[config.mk]
export PLATFORM = sky130hd
export DESIGN_NAME = dct_transpose_8x8
export DESIGN_NICKNAME = d
export VERILOG_FILES = /design/src/rtl/dct_pkg.sv /design/src/rtl/transpose_bank.sv /design/src/rtl/dct_transpose_8x8.sv
export SDC_FILE = /design/constraint.sdc
export NUM_CORES = 2
export LEC_CHECK = 0
export CORE_UTILIZATION = 47
export DETAILED_ROUTE_END_ITERATION = 6
export GPL_TIMING_DRIVEN = 1
export PLACE_DENSITY = 0.62
export SLEW_MARGIN = 20
export SYNTH_ARGS = -nofsm -noshare
export SYNTH_HDL_FRONTEND = slang
export SYNTH_SLANG_ARGS = --single-unit
export TNS_END_PERCENT = 100
[constraint.sdc]
create_clock -name clk -period 25.6 [get_ports clk]
set_input_delay 5.12 -clock clk [delete_from_list [all_inputs] [get_ports clk]]
set_output_delay 5.12 -clock clk [all_outputs]
set_load 0.1 [all_outputs]
[src/rtl/dct_pkg.sv]
// Shared constants and types for the 8x8 HEVC DCT datapath.
// Bank select encoding and its toggle helper live here too.
package dct_pkg;

    localparam int DCT_N      = 8;
    localparam int WIDTH_X    = 9;
    localparam int WIDTH_Y    = 19;
    localparam int DCT_SHIFT1 = 2;

    typedef logic signed [WIDTH_Y-1:0] coef_t;

    typedef enum logic {
        BANK_A = 1'b0,
        BANK_B = 1'b1
    } bank_e;

    function automatic bank_e bank_flip(input bank_e b);
        return (b == BANK_A) ? BANK_B : BANK_A;
    endfunction

endpackage

[src/rtl/transpose_bank.sv]
// 8x8 word array: one row-write port, one combinational column-read port.
// Contents are deliberately not reset.
module transpose_bank
    import dct_pkg::*;
#(
    parameter int WIDTH = WIDTH_Y
) (
    input  logic             clk_i,
    input  logic             we_i,
    input  logic [2:0]       row_i,
    input  logic [WIDTH-1:0] d_i [DCT_N],
    input  logic [2:0]       col_i,
    output logic [WIDTH-1:0] q_o [DCT_N]
);

    logic [WIDTH-1:0] mem_q [DCT_N][DCT_N];

    always_ff @(posedge clk_i) begin
        if (we_i) begin
            for (int k = 0; k < DCT_N; k++) begin
                mem_q[row_i][k] <= d_i[k];
            end
        end
    end

    always_comb begin
        for (int k = 0; k < DCT_N; k++) begin
            q_o[k] = mem_q[k][col_i];
        end
    end

endmodule

[src/rtl/dct_transpose_8x8.sv]
// Ping-pong 8x8 transpose buffer: rows in, columns out, two banks.
// Optional store-side rounding shift enabled by TRANSPOSE_SCALE_EN.
module dct_transpose_8x8
    import dct_pkg::*;
#(
    parameter int WIDTH = WIDTH_Y,
    parameter int SHIFT = DCT_SHIFT1
) (
    input  logic             clk,
    input  logic             rst,
    input  logic             load,
    input  logic [WIDTH-1:0] y0,
    input  logic [WIDTH-1:0] y1,
    input  logic [WIDTH-1:0] y2,
    input  logic [WIDTH-1:0] y3,
    input  logic [WIDTH-1:0] y4,
    input  logic [WIDTH-1:0] y5,
    input  logic [WIDTH-1:0] y6,
    input  logic [WIDTH-1:0] y7,
    input  logic             stall,
    output logic             valid,
    output logic             last,
    output logic [WIDTH-1:0] c0,
    output logic [WIDTH-1:0] c1,
    output logic [WIDTH-1:0] c2,
    output logic [WIDTH-1:0] c3,
    output logic [WIDTH-1:0] c4,
    output logic [WIDTH-1:0] c5,
    output logic [WIDTH-1:0] c6,
    output logic [WIDTH-1:0] c7,
    output logic             busy,
    output logic             ovf
);

    if (SHIFT < 1) begin : g_shift_chk
        $error("SHIFT must be >= 1");
    end

    bank_e            wsel_q, wsel_d, rsel_q, rsel_d;
    logic [1:0]       full_q, full_d;
    logic [2:0]       wr_row_q, wr_row_d, rd_col_q, rd_col_d;
    logic             valid_q, valid_d, last_q, last_d, ovf_q, ovf_d;
    logic [WIDTH-1:0] c_q [DCT_N];
    logic [WIDTH-1:0] c_d [DCT_N];
    logic [WIDTH-1:0] y_w [DCT_N];
    logic [WIDTH-1:0] st_w [DCT_N];
    logic [WIDTH-1:0] qa_w [DCT_N];
    logic [WIDTH-1:0] qb_w [DCT_N];
    logic             wr_en, rd_en;

    assign y_w = '{y0, y1, y2, y3, y4, y5, y6, y7};

`ifdef TRANSPOSE_SCALE_EN
    localparam logic signed [WIDTH:0] RND = (WIDTH+1)'(1) << (SHIFT - 1);
`endif

    for (genvar k = 0; k < DCT_N; k++) begin : g_store
`ifdef TRANSPOSE_SCALE_EN
        // One extra bit so the rounding add cannot wrap before the shift.
        logic signed [WIDTH:0] sum_w;
        assign sum_w   = $signed({y_w[k][WIDTH-1], y_w[k]}) + RND;
        assign st_w[k] = WIDTH'(sum_w >>> SHIFT);
`else
        assign st_w[k] = y_w[k];
`endif
    end

    assign busy  = full_q[wsel_q];
    assign wr_en = load & ~busy;
    assign rd_en = ~stall & full_q[rsel_q];

    transpose_bank #(.WIDTH(WIDTH)) u_bank_a (
        .clk_i (clk),
        .we_i  (wr_en & (wsel_q == BANK_A)),
        .row_i (wr_row_q),
        .d_i   (st_w),
        .col_i (rd_col_q),
        .q_o   (qa_w)
    );

    transpose_bank #(.WIDTH(WIDTH)) u_bank_b (
        .clk_i (clk),
        .we_i  (wr_en & (wsel_q == BANK_B)),
        .row_i (wr_row_q),
        .d_i   (st_w),
        .col_i (rd_col_q),
        .q_o   (qb_w)
    );

    always_comb begin
        wsel_d   = wsel_q;
        rsel_d   = rsel_q;
        full_d   = full_q;
        wr_row_d = wr_row_q;
        rd_col_d = rd_col_q;
        valid_d  = valid_q;
        last_d   = last_q;
        ovf_d    = ovf_q;
        c_d      = c_q;

        if (load & busy) begin
            ovf_d = 1'b1;
        end else if (wr_en) begin
            wr_row_d = wr_row_q + 3'd1;
            if (wr_row_q == 3'd7) begin
                full_d[wsel_q] = 1'b1;
                wsel_d         = bank_flip(wsel_q);
            end
        end

        // Writer and reader always target different banks here.
        if (rd_en) begin
            for (int k = 0; k < DCT_N; k++) begin
                c_d[k] = (rsel_q == BANK_B) ? qb_w[k] : qa_w[k];
            end
            valid_d  = 1'b1;
            last_d   = (rd_col_q == 3'd7);
            rd_col_d = rd_col_q + 3'd1;
            if (rd_col_q == 3'd7) begin
                full_d[rsel_q] = 1'b0;
                rsel_d         = bank_flip(rsel_q);
            end
        end else if (!stall) begin
            valid_d = 1'b0;
            last_d  = 1'b0;
        end
    end

    always_ff @(posedge clk or posedge rst) begin
        if (rst) begin
            wsel_q   <= BANK_A;
            rsel_q   <= BANK_A;
            full_q   <= 2'b00;
            wr_row_q <= 3'd0;
            rd_col_q <= 3'd0;
            valid_q  <= 1'b0;
            last_q   <= 1'b0;
            ovf_q    <= 1'b0;
            c_q      <= '{default: '0};
        end else begin
            wsel_q   <= wsel_d;
            rsel_q   <= rsel_d;
            full_q   <= full_d;
            wr_row_q <= wr_row_d;
            rd_col_q <= rd_col_d;
            valid_q  <= valid_d;
            last_q   <= last_d;
            ovf_q    <= ovf_d;
            c_q      <= c_d;
        end
    end

    assign valid = valid_q;
    assign last  = last_q;
    assign ovf   = ovf_q;
    assign c0    = c_q[0];
    assign c1    = c_q[1];
    assign c2    = c_q[2];
    assign c3    = c_q[3];
    assign c4    = c_q[4];
    assign c5    = c_q[5];
    assign c6    = c_q[6];
    assign c7    = c_q[7];

endmodule

Yosys cells after proc, flatten, opt, wreduce, memory -nomap -nowiden:

Memories as Yosys holds them, arrays and structs flattened.
Cells that the tools add are included.

* flip-flop bits (word level): 165
* RAM bits: 2432
* input bits: 156
* output and inout bits: 156
* logic and storage cells: 124
* memories kept: 2

Memories
* u_bank_a.mem_q: depth 8, width 152, rd ports 8, clocked after Yosys merged registers in 0, wr ports 1, RTL line transpose_bank.sv:16 `logic [WIDTH-1:0] mem_q [DCT_N][DCT_N];`
* u_bank_b.mem_q: depth 8, width 152, rd ports 8, clocked after Yosys merged registers in 0, wr ports 1, RTL line transpose_bank.sv:16

* add/subtract/negate cells: 2
* order comparisons: 5
* equal/unequal tests: 3
* mux-type cells: 78
* bitwise gates (word level): 13
* reduce and logical (&&, ||, !) cells: 5

Operators with widths (number)
* binary-select mux 19 bit (select 3 bit): 16
* two-way mux 19 bit: 40
* two-way mux 1 bit: 15
* two-way mux 2 bit: 5
* adder 3 x 1 -> 3 bit (second input constant): 2
* equality test 3 bit (second input constant): 2
* bitwise AND 1 bit: 5
* greater-or-equal comparator 4 bit (second input constant): 1
* less-than comparator 1 x 2 -> 1 bit (second input constant): 2
* NOT 1 bit: 4
* NOT 3 -> 4 bit: 1
* AND reduction 2 bit: 2
* AND reduction 3 bit: 1
* bitwise AND 2 bit: 1
* demux 1 bit (select 1 bit): 2
* greater-or-equal comparator 1 bit (second input constant): 2
* logical AND 1 bit: 2
* != test 2 x 1 -> 1 bit (second input constant): 1
* NOT 2 bit: 1
* bitwise OR 2 bit: 1

Logic depth before layout (Yosys ltp):

* depth after elaboration: 11
* gate-level depth with buffers: 7
* depth with buffers taken out: 4

Hierarchy:

A second synthesis with hierarchy kept.

* cell total of the unflattened synthesis: 4075
* area, all modules: 100020.9 um^2

By module, submodules not included
* transpose_bank at u_bank_b: times used 1, cells each 1770, area an instance 46007.9 um^2, sequential area each 36515.0 um^2
* transpose_bank at u_bank_a: times used 1, cells each 1770, area an instance 46006.6 um^2, sequential area each 36515.0 um^2
* dct_transpose_8x8: times used 1, cells each 535, area an instance 8006.4 um^2, sequential area each 4129.0 um^2

Worst setup path before layout:

Ideal clock, no wire load.

* kind: input port to flip-flop
* start point: in load
* end point: mem u_bank_b.mem_q[0][0] (netlist name), enable pin
* library setup time: 0.850 ns
* arrival: 15.623 ns
* required time: 24.750 ns
* setup slack: 9.127 ns
* stages on the path: 3
* path buffers: 0
* cell sequence: nor2b_1 > nand2_1 > nor3_1

* cells in the longest elaborated chain, start to end: 4

RTL lines
* start: declaration: RTL line dct_transpose_8x8.sv:11 `input logic load,`
* bitwise AND 1 bit: RTL line dct_transpose_8x8.sv:69 `assign wr_en = load & ~busy;`
* bitwise AND 1 bit: RTL line dct_transpose_8x8.sv:83 `.we_i (wr_en & (wsel_q == BANK_B)),`
* two-way mux 1 bit: RTL line transpose_bank.sv:19 `if (we_i) begin`
* two-way mux 1 bit (not written as such): RTL line transpose_bank.sv:21 `mem_q[row_i][k] <= d_i[k];`
* end: declaration: RTL line transpose_bank.sv:16

No other way between the ends.

Worst setup path in the final report:

* start point: reg full_q[1]
* end point: out busy

* cells in the longest elaborated chain, start to end: 2

RTL lines
* start: declaration: RTL line dct_transpose_8x8.sv:40 `logic [1:0] full_q, full_d;`
* start signal: assignment: RTL line dct_transpose_8x8.sv:143 `full_q <= full_d;`
* two-way mux 1 bit (not written as such) (2 in series): RTL line dct_transpose_8x8.sv:68 `assign busy = full_q[wsel_q];`
* end: declaration: RTL line dct_transpose_8x8.sv:31 `output logic busy,`

No other way between the ends. The select of a mux whose other input is x is not followed.

==> impl_metrics.ini <==
[status]
outcome = completed

[power]
net-switching-power_mw = 4.49
switching_share = 0.339
power_density_nw_per_um2 = 118
sequentialPowerShare = 0.404
ir_worst_vdd_uv = 128
power_leakage_nw = 35.5
power_frac_clock = 0.292
comb_power_share = 0.304
p_total_mw = 13.3
internal_power_mw = 8.76

[synthesis]
synth.avg_cell_area_um2 = 23.8
seq_area_frac_synth = 0.788
netlist_instances = 4123
ys_top_cells_by_area = edfxtp_1 (75%), mux4_2 (14%), dfrtp_1 (4.2%)
synth_cell_type_count = 39
synth_fp_nets = 4283
synth_top_area_cell = edfxtp_1
synth.top_cell.area_share = 0.746
synth_area_um2 = 97900
ys_ff_latch = 2597
ys_warn_count = 0

[floorplanning]
chipWidth_um = 459
fp.dieH_um = 459
die_area_um2 = 210000
core_um2 = 207000
design.portCount = 312
row_count = 167
initial_core_util = 0.473

[routing]
vias_per_cell = 6.18
initialDrtViolationCount = 5041
drt_pass1_iterations = 5
totalWireLength_mm = 253
drc = 0
routedWlPerCell_um = 33.5
final_antenna_net_count = 0
num_vias = 46800

[critical_path]
startpoint_type = flip-flop
crit_type = flip-flop to output port
worstSetupEndpointType = output port
required_ns = 20.48
cp_max_fo = 7
critPathArrivalTime_ns = 3.16

[cts]
cts_resized = 0
clockBufferDepth = 4
cts_root_buf = clkbuf_16
insertion_delay_ns = 0.91
clock-sinks = 2597
numCtsBuffers = 284
cts_tree = yes
clk_pin_slew_ns = 0.06
htreeDepth = 5
post_cts_buffers = 0
hold_buffers = 0

[sta]
slew_headroom = 0.211
fin_hold_ws_ns = 0.502
min_period_ns = 8.28
fin_crit_sh = 0.323
finalHoldViolCount = 0
drv_slew = 0
tns_ns = 0
worst_slew_pin_slew_ns = 1.18
finClkSkew_ns = 0.0551
rsz0062_at_grt = false
max_freq_mhz = 121
finalSetupViolCount = 0

[cells_and_area]
seq_area_um2 = 77200
largestRegisters = u_bank_a.mem_q x1216, u_bank_b.mem_q x1216
area_delta_synth_final_pct = 14.9
n_fill_cell = 15400
final_cell_area_um2 = 113000
nets = 4729
fin_cells = 7565
multi_input_area_um2 = 19300
drive_gt1_frac = 0.258

[grt]
grt_max_degree = 129
grt_pass1_wl_mm = 357
first_global_vias = 47400
antenna_found_initial = 23
grt_usage = 0.241
gr-total-overflow = 0

[placed_design]
port_buffers = 311
place_area_um2 = 104000
dp.cells = 7069
dp_hpwl_mm = 137
gp_congestion = 0.741

[run]
cap_violations = 0

[worst_hold_path]
hold_path_class = flip-flop to flip-flop
per-stage QoR:
stage / worst slack, ns / utilization
after floorplan: 9.13 / -
after global placement: 16.21 / 0.501
after detailed placement: 16.01 / 0.501
after CTS: 16.94 / 0.544
after global routing: 17.15 / 0.544
final: 17.32 / 0.544
placed cells by master, fill, tap and decap left out, drive strengths merged:
cell type / instances
a211oi: 84
a21o: 2
a21oi: 152
a221oi: 68
a31oi: 2
buf: 124
bufinv: 16
clkbuf: 391
clkdlybuf4s50: 281
clkinv: 73
clkinvlp: 6
dfrtp: 165
diode: 3
edfxtp: 2432
ha: 4
inv: 9
mux2: 5
mux2i: 154
mux4: 608
nand2: 6
nand2b: 4
nand3: 4
nand4b: 1
nand4bb: 1
nor2: 14
nor2b: 2
nor3: 6
nor4bb: 1
o22a: 1
o22ai: 152
or2: 2
xnor2: 4
final cells by class:
cell class,instances,share of cell area
flip-flops and latches,2597,0.686
diodes,3,0.0000667
repair buffers,405,0.0344
multi-input cells,1277,0.171
well taps,2788,0.0310
inverters,4,0.000267
clock buffers,391,0.0691
clock inverters,100,0.00819
critical path, stage by stage, from the launching register on:
cell and delay, ns:
dfrtp_1 0.62, mux2i_1 0.24, inv_1 0.25, clkdlybuf4s50_1 1.18
power groups by stage:
stage	combinational, mW	sequential, mW	clock, mW
after floorplan	2.26	6.13	0
after global placement	4.04	5.44	0
after detailed placement	4.07	5.45	0
after CTS	4.08	5.37	3.94
after global routing	4.23	5.39	4.09
final	4.03	5.36	3.87
final timing paths:
path                              from  slack (ns)           to  cells after the start
setup / recovery             full_q[1]       17.32         busy                      3
hold reg to reg                   last        0.50         last                      2
setup reg to reg           rd_col_q[0]       20.98       c4[17]                      6
hold / removal                    last        0.50         last                      2
min in group asynchronous          rst        4.75       c3[12]                      2
max in group asynchronous          rst       18.50  rd_col_q[0]                      4
cell usage after synthesis, drive strengths merged:
library cell / n
buf: 202
nor2: 14
mux4: 608
nand2: 6
o22a: 1
edfxtp: 2432
nand2b: 4
mux2: 5
nor3: 6
nor2b: 2
or2: 2
nand4b: 1
mux2i: 154
nand4bb: 1
dfrtp: 165
inv: 4
nand3: 4
xnor2: 4
nor4bb: 1
a221oi: 68
o22ai: 152
a21oi: 152
a31oi: 2
a211oi: 84
ha: 4
a21o: 2
clkbuf: 43
metal layers:
| layer | vias to the layer above | share of wire | global-route usage |
|---|---|---|---|
| met4 | 6 | 0.026 | 0.0653 |
| met5 | - | 0.00013 | 0 |
| met1 | 25600 | 0.42 | 0.352 |
| met2 | 2120 | 0.46 | 0.365 |
| li1 | 18700 | - | - |
| met3 | 356 | 0.090 | 0.0592 |
logic make-up after synthesis:
family	synth area share
compound gates	0.0358
simple gates	0.00222
fa+ha+maj	0.000511
mux	0.156
buf+inv	0.0171
xor+xnor	0.000358
flops	0.788
(Power assumes the default switching activity.)
